<file path="config.mk">
export PLATFORM = sky130hd
export DESIGN_NAME = mem_port_arbiter
export DESIGN_NICKNAME = d
export VERILOG_FILES = /design/src/rtl/mem_port_arbiter_pkg.sv /design/src/rtl/arb_sat_counter.sv /design/src/rtl/mem_port_arbiter.sv
export SDC_FILE = /design/constraint.sdc
export NUM_CORES = 1
export LEC_CHECK = 0
export BUFFER_PORTS_ARGS = -buffer_cell sky130_fd_sc_hd__buf_2
export CORE_AREA = 10 10 111 113
export CTS_CLUSTER_DIAMETER = 150
export CTS_CLUSTER_SIZE = 25
export DETAILED_ROUTE_END_ITERATION = 10
export DIE_AREA = 0 0 121 123
export PLACE_DENSITY = 0.7
export SLEW_MARGIN = 20
export SYNTH_ARGS = -nofsm -noshare
export SYNTH_HDL_FRONTEND = slang
export SYNTH_SLANG_ARGS = --single-unit
</file>
<file path="constraint.sdc">
create_clock -name clk -period 2.36 [get_ports clk]
set_clock_uncertainty 0.15 [all_clocks]
set_input_delay 0.354 -clock clk [delete_from_list [all_inputs] [get_ports clk]]
set_output_delay 0.354 -clock clk [all_outputs]
set_load 0.02 [all_outputs]
</file>
<file path="src/rtl/mem_port_arbiter_pkg.sv">
// Shared encodings for the CPU/host data RAM arbiter: FSM states and read-return owner tags.
package mem_port_arbiter_pkg;

  typedef enum logic {
    S_CPU  = 1'b0,
    S_HOST = 1'b1
  } arb_state_t;

  typedef enum logic [1:0] {
    OWN_NONE = 2'd0,
    OWN_CPU  = 2'd1,
    OWN_HOST = 2'd2
  } rd_owner_t;

endpackage

</file>
<file path="src/rtl/arb_sat_counter.sv">
// Saturating up-counter with synchronous clear; sat flags that the count sits at MAX.
module arb_sat_counter #(
  parameter int CNT_W = 3,
  parameter int MAX   = 3
) (
  input  logic clk,
  input  logic rst,
  input  logic clr,
  input  logic inc,
  output logic sat
);

  localparam logic [CNT_W-1:0] MAX_V = CNT_W'(MAX);

  logic [CNT_W-1:0] cnt_reg;

  assign sat = (cnt_reg == MAX_V);

  always_ff @(posedge clk) begin
    if (rst || clr) begin
      cnt_reg <= '0;
    end else if (inc && !sat) begin
      cnt_reg <= cnt_reg + 1'b1;
    end
  end

endmodule

</file>
<file path="src/rtl/mem_port_arbiter.sv">
// Shares a single-port synchronous data RAM between the CPU data port and a host port.
// The CPU has priority; a host starved for STARVE_LIMIT cycles stalls the CPU for up to HOST_BURST_MAX grants.
module mem_port_arbiter
  import mem_port_arbiter_pkg::*;
#(
  parameter int STARVE_LIMIT   = 4,
  parameter int HOST_BURST_MAX = 2,
  parameter int CNT_W          = 3
) (
  input  logic        clk,
  input  logic        rst,
  input  logic        cpu_re,
  input  logic [3:0]  cpu_we,
  input  logic [31:0] cpu_addr,
  input  logic [31:0] cpu_wdata,
  output logic [31:0] cpu_rdata,
  output logic        cpu_stall,
  input  logic        host_req,
  input  logic [3:0]  host_we,
  input  logic [31:0] host_addr,
  input  logic [31:0] host_wdata,
  output logic        host_gnt,
  output logic        host_rvalid,
  output logic [31:0] host_rdata,
  output logic [31:0] ram_addr,
  output logic [3:0]  ram_we,
  output logic        ram_re,
  output logic [31:0] ram_wdata,
  input  logic [31:0] ram_rdata
);

  arb_state_t state_reg, state_next;
  rd_owner_t  rd_owner_reg, rd_owner_next;
  logic        hold_valid_reg;
  logic [31:0] hold_data_reg;

  logic cpu_act;
  logic sel_cpu, sel_host;
  logic wait_clr, wait_inc, wait_sat;
  logic burst_clr, burst_inc, burst_sat;
  logic hold_capture;

  assign cpu_act   = cpu_re | (|cpu_we);
  assign cpu_stall = (state_reg == S_HOST);

  // Counters saturate one below their limit: reaching sat is exactly the trigger condition.
  arb_sat_counter #(.CNT_W(CNT_W), .MAX(STARVE_LIMIT - 1)) u_wait_cnt (
    .clk (clk),
    .rst (rst),
    .clr (wait_clr),
    .inc (wait_inc),
    .sat (wait_sat)
  );

  arb_sat_counter #(.CNT_W(CNT_W), .MAX(HOST_BURST_MAX - 1)) u_burst_cnt (
    .clk (clk),
    .rst (rst),
    .clr (burst_clr),
    .inc (burst_inc),
    .sat (burst_sat)
  );

  always_ff @(posedge clk) begin
    if (rst) begin
      state_reg <= S_CPU;
    end else begin
      state_reg <= state_next;
    end
  end

  always_comb begin
    state_next = state_reg;
    sel_cpu    = 1'b0;
    sel_host   = 1'b0;
    host_gnt   = 1'b0;
    wait_clr   = 1'b0;
    wait_inc   = 1'b0;
    burst_clr  = 1'b0;
    burst_inc  = 1'b0;
    case (state_reg)
      S_CPU: begin
        burst_clr = 1'b1;
        if (cpu_act) begin
          sel_cpu = 1'b1;
        end else if (host_req) begin
          sel_host = 1'b1;
          host_gnt = 1'b1;
        end
        wait_clr = host_gnt | ~host_req;
        wait_inc = host_req & cpu_act;
        if (host_req && cpu_act && wait_sat) begin
          state_next = S_HOST;
        end
      end
      S_HOST: begin
        // Every S_HOST cycle is either a grant or the exit, so the starvation count always restarts.
        wait_clr = 1'b1;
        if (host_req) begin
          sel_host  = 1'b1;
          host_gnt  = 1'b1;
          burst_inc = 1'b1;
          if (burst_sat) begin
            state_next = S_CPU;
          end
        end else begin
          state_next = S_CPU;
        end
      end
      default: state_next = S_CPU;
    endcase
  end

  always_comb begin
    ram_addr  = cpu_addr;
    ram_wdata = cpu_wdata;
    ram_we    = 4'b0000;
    ram_re    = 1'b0;
    if (sel_cpu) begin
      ram_we = cpu_we;
      ram_re = cpu_re;
    end else if (sel_host) begin
      ram_addr  = host_addr;
      ram_wdata = host_wdata;
      ram_we    = host_we;
      ram_re    = ~(|host_we);
    end
  end

  always_comb begin
    rd_owner_next = OWN_NONE;
    if (ram_re) begin
      rd_owner_next = sel_host ? OWN_HOST : OWN_CPU;
    end
  end

  always_ff @(posedge clk) begin
    if (rst) begin
      rd_owner_reg <= OWN_NONE;
    end else begin
      rd_owner_reg <= rd_owner_next;
    end
  end

  // A CPU read landing while the pipeline is frozen must survive until the CPU runs again.
  assign hold_capture = (rd_owner_reg == OWN_CPU) && cpu_stall;

  always_ff @(posedge clk) begin
    if (rst) begin
      hold_valid_reg <= 1'b0;
    end else if (hold_capture) begin
      hold_valid_reg <= 1'b1;
    end else if (!cpu_stall) begin
      hold_valid_reg <= 1'b0;
    end
  end

  always_ff @(posedge clk) begin
    if (hold_capture) begin
      hold_data_reg <= ram_rdata;
    end
  end

  assign cpu_rdata   = hold_valid_reg ? hold_data_reg : ram_rdata;
  assign host_rvalid = (rd_owner_reg == OWN_HOST);
  assign host_rdata  = ram_rdata;

endmodule

</file>
==> results of run 1 <==
[cell type report]
cell class,instances,area [um^2]
Timing Repair Buffer,325,1720
Multi-Input combinational cell,149,1510
Sequential cell,42,1160
Inverter,9,33.8
Tap cell,136,170
Antenna cell,3,7.51
Clock buffer,6,72.6
Fill cell,955,5430
Clock inverter,2,33.8
[placed cells by master, fill, tap and decap left out, drive strengths merged]
| cell | instances |
|---|---|
| a211o | 1 |
| a21boi | 1 |
| a21o | 1 |
| a21oi | 5 |
| a311oi | 1 |
| a31oi | 1 |
| and2 | 1 |
| and3 | 1 |
| buf | 324 |
| bufinv | 1 |
| clkbuf | 7 |
| clkinv | 1 |
| dfxtp | 10 |
| diode | 3 |
| edfxtp | 32 |
| ha | 4 |
| inv | 9 |
| mux2 | 96 |
| mux2i | 1 |
| nand2 | 3 |
| nand2b | 6 |
| nand3 | 3 |
| nor2 | 7 |
| nor2b | 1 |
| nor3 | 4 |
| nor3b | 1 |
| nor4bb | 1 |
| o21ai | 2 |
| o22ai | 2 |
| o311ai | 2 |
| or3 | 2 |
| or4 | 1 |
| xor2 | 1 |
[through the flow]
step | area, um^2 | power [mW] | hold slack, ns | utilization
6_report | 4700 | 1.95 | 0.110 | 0.464
5_1_grt | 4700 | 2.05 | 0.0994 | 0.464
4_1_cts | 4640 | 1.98 | 0.0993 | 0.457
3_5_place_dp | 4530 | 1.44 | 0.319 | 0.447
3_3_place_gp | 4530 | 1.43 | 0.305 | 0.447
2_1_floorplan | 3010 | 1.16 | 0.273 | -
[synthesized netlist by cell type, types with 2 or more instances]
master and instances:
o21ai_0 2, nand2_1 3, edfxtp_1 32, dfxtp_1 10, o311ai_0 2, nor2_1 7, clkbuf_1 4, buf_6 3
nor3_1 3, ha_1 4, buf_2 6, inv_1 9, or3_1 2, a21oi_1 5, mux2_4 16, buf_4 32
nand2b_1 6, o22ai_1 2, nand3_1 3, mux2_2 80
[layer usage]
metal | track usage | part of all wire
met1 | 0.152 | 0.34
met2 | 0.288 | 0.50
met3 | 0.102 | 0.14
met4 | 0.0505 | 0.019
met5 | 0 | 0.0020
[what timing repair did]
| action | 4_1_cts | 5_1_grt |
|---|---|---|
| resized for setup | 0 | 2 |
| endpoints found under the setup margin | 0 | 42 |
| buffers inserted | 0 | 4 |
[kinds of logic (layout without fill, tap and decap cells)]
group	after synthesis	after routing
XOR/XNOR	1	1
flip-flops	42	42
adder cells (fa/ha/maj)	4	4
AND/OR/NAND/NOR	31	31
other	0	3
AO/OA/AOI/OAI	16	16
buffers and inverters	54	342
multiplexers	97	97
[power groups by stage]
stage	Clock [mW]	Sequential, mW	Combinational (mW)
2_1_floorplan	0	0.815	0.340
3_3_place_gp	0	0.815	0.615
3_5_place_dp	0	0.815	0.624
4_1_cts	0.555	0.798	0.627
5_1_grt	0.582	0.798	0.665
6_report	0.529	0.798	0.622
[how the worst max path moves through the flow]
stage / start / endpoint / slack (ns) / depth (start not counted)
4_1_cts: cpu_stall / ram_addr[20] / 0.007 / 6
3_3_place_gp: cpu_we[0] / ram_addr[17] / 0.16 / 7
3_5_place_dp: cpu_we[0] / ram_addr[19] / 0.13 / 7
6_report: cpu_stall / ram_wdata[15] / 0.08 / 6
2_1_floorplan: cpu_stall / hold_data_reg[0] / 0.20 / 2
5_1_grt: cpu_stall / ram_addr[20] / -0.001 / 6
==> summary.txt, run 1 <==
STA
  – Slew @ Worst Pin: 0.417 ns
  – Final-report setup violation count: 0
  – Period utilization: 0.968
  – Final Slew Violations: 0
  – Final hold vios: 0
  – Sum Neg Setup Slack: 0 ns
  – Max Fclk: 438 MHz
  – Period minus WS final: 2.28 ns
  – Final setup margin: 0.0758 ns
  – Slew headroom: 0.722

Placement
  – Hpwl dp: 12000 um
  – Routability cong.: 0.889
  – Dpl cells: 656
  – Pre-CTS setup slack: 0.128 ns
  – Port Buffers: 307

Worst setup path
  – Worst-path fanout max: 17
  – R2R Path End: hold_data_reg[2]
  – Arrival @ worst endpoint: 1.78 ns
  – CP max stage cell: mux2_2
  – WS Path Type: flip-flop to output pin
  – Critical Path Source Type: flip-flop
  – Setup crit end kind: output pin
  – Reg2Reg Setup Slack: 0.82 ns
  – CP max stage delay: 0.34 ns
  – Most used cell, CP: buf_12
  – Buffers plus inverters on the worst setup path: 3
  – Critical R2R Launch: cpu_stall
  – Crit path cell chain: and2_4 -> a31oi_4 -> buf_12 -> buf_12 -> mux2_2 -> buf_2
  – WP data required: 1.86 ns
  – Crit path max-delay family: buffers and inverters
  – R2R depth: 3

Yosys
  – Top post-synthesis cells by area: edfxtp_1 32%, mux2_2 30%, buf_4 8.0%, mux2_4 8.0%, dfxtp_1 6.6%
  – XOR/XNOR share of the synthesized area: 0.00291
  – Average cell area after synthesis: 12.3 um^2
  – Mapped Cells: 245
  – Async set-reset flop share out of synthesis: 0
  – Synth area leader: edfxtp_1
  – Mux share of post-synthesis cell area: 0.382
  – Synth Flop Type: edfxtp_1
  – EDFF count, synth: 32
  – Synthesized area: 0.00301 mm^2
  – Mapped Nets: 421
  – Register area share after synthesis: 0.386
  – Post-Synth Adder-Cell Area: 0.0166
  – Synth Area in Simple Gates: 0.0590
  – FF+latch count, synth: 42
  – Post-synth top area share: 0.319
  – Number of distinct library cells after synthesis: 34
  – YS warnings: 0
  – Compound-Gate Fraction of Synth Area: 0.0366
  – Largest family of logic cells by synthesized area: multiplexers

Global route
  – Initial antenna violation count: 6
  – GRT Util Overall: 0.163
  – Vias in the first global route: 3312
  – First-pass GRT wire length: 19000 um
  – Grt ovf: 0
  – Largest net degree at the start of global routing: 33

Clocking
  – Clock sink count: 42
  – Root buf cell: clkbuf_8
  – Clk pin slew, worst setup/hold paths: 0.07 ns
  – Clock Tree Buf Depth: 2
  – Total CTS buffers: 5
  – H-tree Lvls: 2
  – CTS tree: yes
  – Hold_buf cts: 0
  – Clock Latency Late Sink: 0.28 ns

Pwr
  – Internal power: 1.39 mW
  – Clock network power share: 0.271
  – Comb pwr share: 0.319
  – Leakage: 2.38 nW
  – P_sw: 561 uW
  – Sequential share of power: 0.410
  – Peak VDD IR: 0.000214 V
  – Pwr/cell area: 414 mW/mm^2
  – Switching share of power: 0.288

Drt
  – Vias: 3040
  – Post-route ant nets: 0
  – Drt first pass iters: 4
  – Starting DRC count in detailed routing: 83
  – Drt drc: 0
  – Via density: 4.52
  – Total wire length: 13500 um
  – Drt wl/cell: 20.1 um

Worst hold path
  – HP Class: input port to flip-flop
  – Hold EP: cpu_stall
  – Hold Path Stages: 2
  – Hold Startpoint: rst

Cells and area
  – Non-Filler Instances: 672
  – Share of cells above drive strength 1: 0.807
  – # nets final: 708
  – Area delta synth->final: 56.2%
  – Max reg flops: 32

Status
  – Status: finished, final reports clean

Floorplan
  – Starting density of the core: 0.297
  – Die area: 0.0149 mm^2
  – Die Y: 123 um
  – Row count: 37
  – Io pins: 308
  – Core area: 0.0101 mm^2
  – Die X: 121 um

Run
  – Max Cap Viol: 0
Power figures use the tool's default switching activity.
==> inputs of run 2 (changes only) <==
--- a/config.mk
+++ b/config.mk
@@ -12,6 +12,7 @@
 export DETAILED_ROUTE_END_ITERATION = 10
 export DIE_AREA = 0 0 121 123
 export PLACE_DENSITY = 0.7
+export RECOVER_POWER = 50
 export SLEW_MARGIN = 20
 export SYNTH_ARGS = -nofsm -noshare
 export SYNTH_HDL_FRONTEND = slang
==> run 2 against run 1 <==
Against the previous run:
- non-clock buffer count unchanged
- combinational power decreased by 2%
- flip-flop and latch count unchanged
- setup slack improved by 0.0026 ns
- clock-buffer cell count unchanged
- first-iteration DRC count decreased by 4.8%
- sequential share of layout area increased by 0.47 points
- critical path depth unchanged
- power decreased by 0.82%
- die area unchanged
- critical path type unchanged
- largest cell class unchanged
==> summary.txt, run 2 (synthesis results as in run 1) <==
Status
  – Status: finished, final reports clean

Worst setup path
  – CP max stage cell: mux2_2
  – CP max stage delay: 0.34 ns
  – Worst-path fanout max: 17
  – Most used cell, CP: buf_12
  – WP data required: 1.86 ns
  – R2R Path End: hold_data_reg[2]
  – WS Path Type: flip-flop to output pin
  – Setup crit end kind: output pin
  – Arrival @ worst endpoint: 1.78 ns
  – Crit path max-delay family: buffers and inverters
  – Crit path cell chain: and2_4 -> a31oi_4 -> buf_12 -> buf_12 -> mux2_2 -> buf_2
  – Critical Path Source Type: flip-flop
  – R2R depth: 3
  – Buffers plus inverters on the worst setup path: 3
  – Reg2Reg Setup Slack: 0.24 ns
  – Critical R2R Launch: cpu_stall

Clocking
  – Total CTS buffers: 5
  – Clk pin slew, worst setup/hold paths: 0.07 ns
  – Clock sink count: 42
  – H-tree Lvls: 2
  – CTS tree: yes
  – Clock Latency Late Sink: 0.28 ns
  – Clock Tree Buf Depth: 2
  – Hold_buf cts: 0
  – Root buf cell: clkbuf_8

STA
  – Slew @ Worst Pin: 0.793 ns
  – Fin Hold WS: 0.113 ns
  – Slew headroom: 0.471
  – Final-report setup violation count: 0
  – Period minus WS final: 2.28 ns
  – Final hold vios: 0
  – Final Slew Violations: 0
  – Final setup margin: 0.0785 ns
  – Period utilization: 0.967
  – Max Fclk: 438 MHz

Pwr
  – P_sw: 561 uW
  – Leakage: 2.19 nW
  – Internal power: 1.37 mW
  – Pwr/cell area: 419 mW/mm^2
  – Switching share of power: 0.290
  – Peak VDD IR: 0.000213 V
  – Clock network power share: 0.273
  – Comb pwr share: 0.314
  – Sequential share of power: 0.413

Run
  – Max Cap Viol: 0

Worst hold path
  – Hold Startpoint: rst
  – Hold EP: cpu_stall
  – Hold Path Stages: 2
  – HP Class: input port to flip-flop

Drt
  – Starting DRC count in detailed routing: 79
  – Total wire length: 13500 um
  – Drt drc: 0
  – Drt wl/cell: 20.1 um
  – Via density: 4.51
  – Post-route ant nets: 0
  – Vias: 3029
  – Drt first pass iters: 4

Cells and area
  – Post-Layout Inst Area: 0.00462 mm^2
  – Non-Filler Instances: 672
  – Commonest non-fill, non-tap cells in the layout: 240 x buf_2, 80 x mux2_2, 68 x clkbuf_1
  – Share of cells above drive strength 1: 0.681
  – Commonest non-fill, non-tap cell in the layout: buf_2
  – # nets final: 708
  – Area delta synth->final: 53.3%
  – Max reg flops: 32

Global route
  – Largest net degree at the start of global routing: 33
  – Vias in the first global route: 3312
  – GRT Util Overall: 0.163
  – First-pass GRT wire length: 19000 um
  – Initial antenna violation count: 6
  – Grt ovf: 0

Floorplan
  – Die Y: 123 um
  – Starting density of the core: 0.297
  – Die area: 0.0149 mm^2
  – Row count: 37
  – Io pins: 308
  – Core area: 0.0101 mm^2
  – Die X: 121 um

Placement
  – Dpl cells: 656
  – Routability cong.: 0.889
  – Pre-CTS setup slack: 0.128 ns
  – Placed Area: 0.00453 mm^2
  – Port Buffers: 307
  – Hpwl dp: 12000 um
==> run 2: cell count changes in the layout (fill, tap and decap cells not counted) <==
cell      before  now
clkbuf_1       1   68
buf_4         16   14
clkbuf_2       0    1
buf_2        306  240
==> run 2: worst max path at each step <==
| stage | endpoint | depth (start not counted) | slack [ns] | from |
|---|---|---|---|---|
| floorplan | hold_data_reg[0] | 2 | 0.20 | cpu_stall |
| global placement | ram_addr[17] | 7 | 0.16 | cpu_we[0] |
| detailed placement | ram_addr[19] | 7 | 0.13 | cpu_we[0] |
| CTS | ram_addr[20] | 6 | 0.007 | cpu_stall |
| global route | ram_addr[20] | 6 | -0.0003 | cpu_stall |
| finish | ram_wdata[15] | 6 | 0.08 | cpu_stall |
==> run 2: repair_timing <==
| item | CTS | global route |
|---|---|---|
| gates resized for setup | 0 | 2 |
| setup buffers | 0 | 4 |
| endpoints found under the setup margin | 0 | 42 |
==> run 2: power groups by stage <==
stage          registers [mW]  logic [mW]  clock network [mW]
2_1_floorplan           0.815       0.340                   0
3_3_place_gp            0.815       0.615                   0
3_5_place_dp            0.815       0.624                   0
4_1_cts                 0.798       0.627               0.555
5_1_grt                 0.798       0.650               0.582
6_report                0.798       0.608               0.527
==> run 2: worst register-to-register path, delay by kind of cell, from the launching register on <==
family | cells | cell delay, ns
flip-flops | 1 | 0.33
AND/OR/NAND/NOR | 1 | 0.24
buffers and inverters | 2 | 1.02
==> run 2: per-stage QoR <==
step,utilization,setup TNS [ns],power (mW)
after floorplan,-,0,1.16
after global placement,0.447,0,1.43
after detailed placement,0.447,0,1.44
after CTS,0.457,0,1.98
after global routing,0.455,-0.000600,2.03
final,0.455,0,1.93
==> run 2: final cells by class <==
cell class,count,area (um^2)
Fill cell,1020,5520
Timing Repair Buffer,325,1630
Multi-Input combinational cell,149,1510
Sequential cell,42,1160
Tap cell,136,170
Clock buffer,6,72.6
Clock inverter,2,33.8
Inverter,9,33.8
Antenna cell,3,7.51
==> run 2: layer usage <==
layer	up-vias	GRT usage	share of wire
met5	-	0	0.0020
met4	4	0.0505	0.019
met3	17	0.102	0.14
met2	194	0.288	0.50
met1	1374	0.152	0.34
li1	1440	-	-
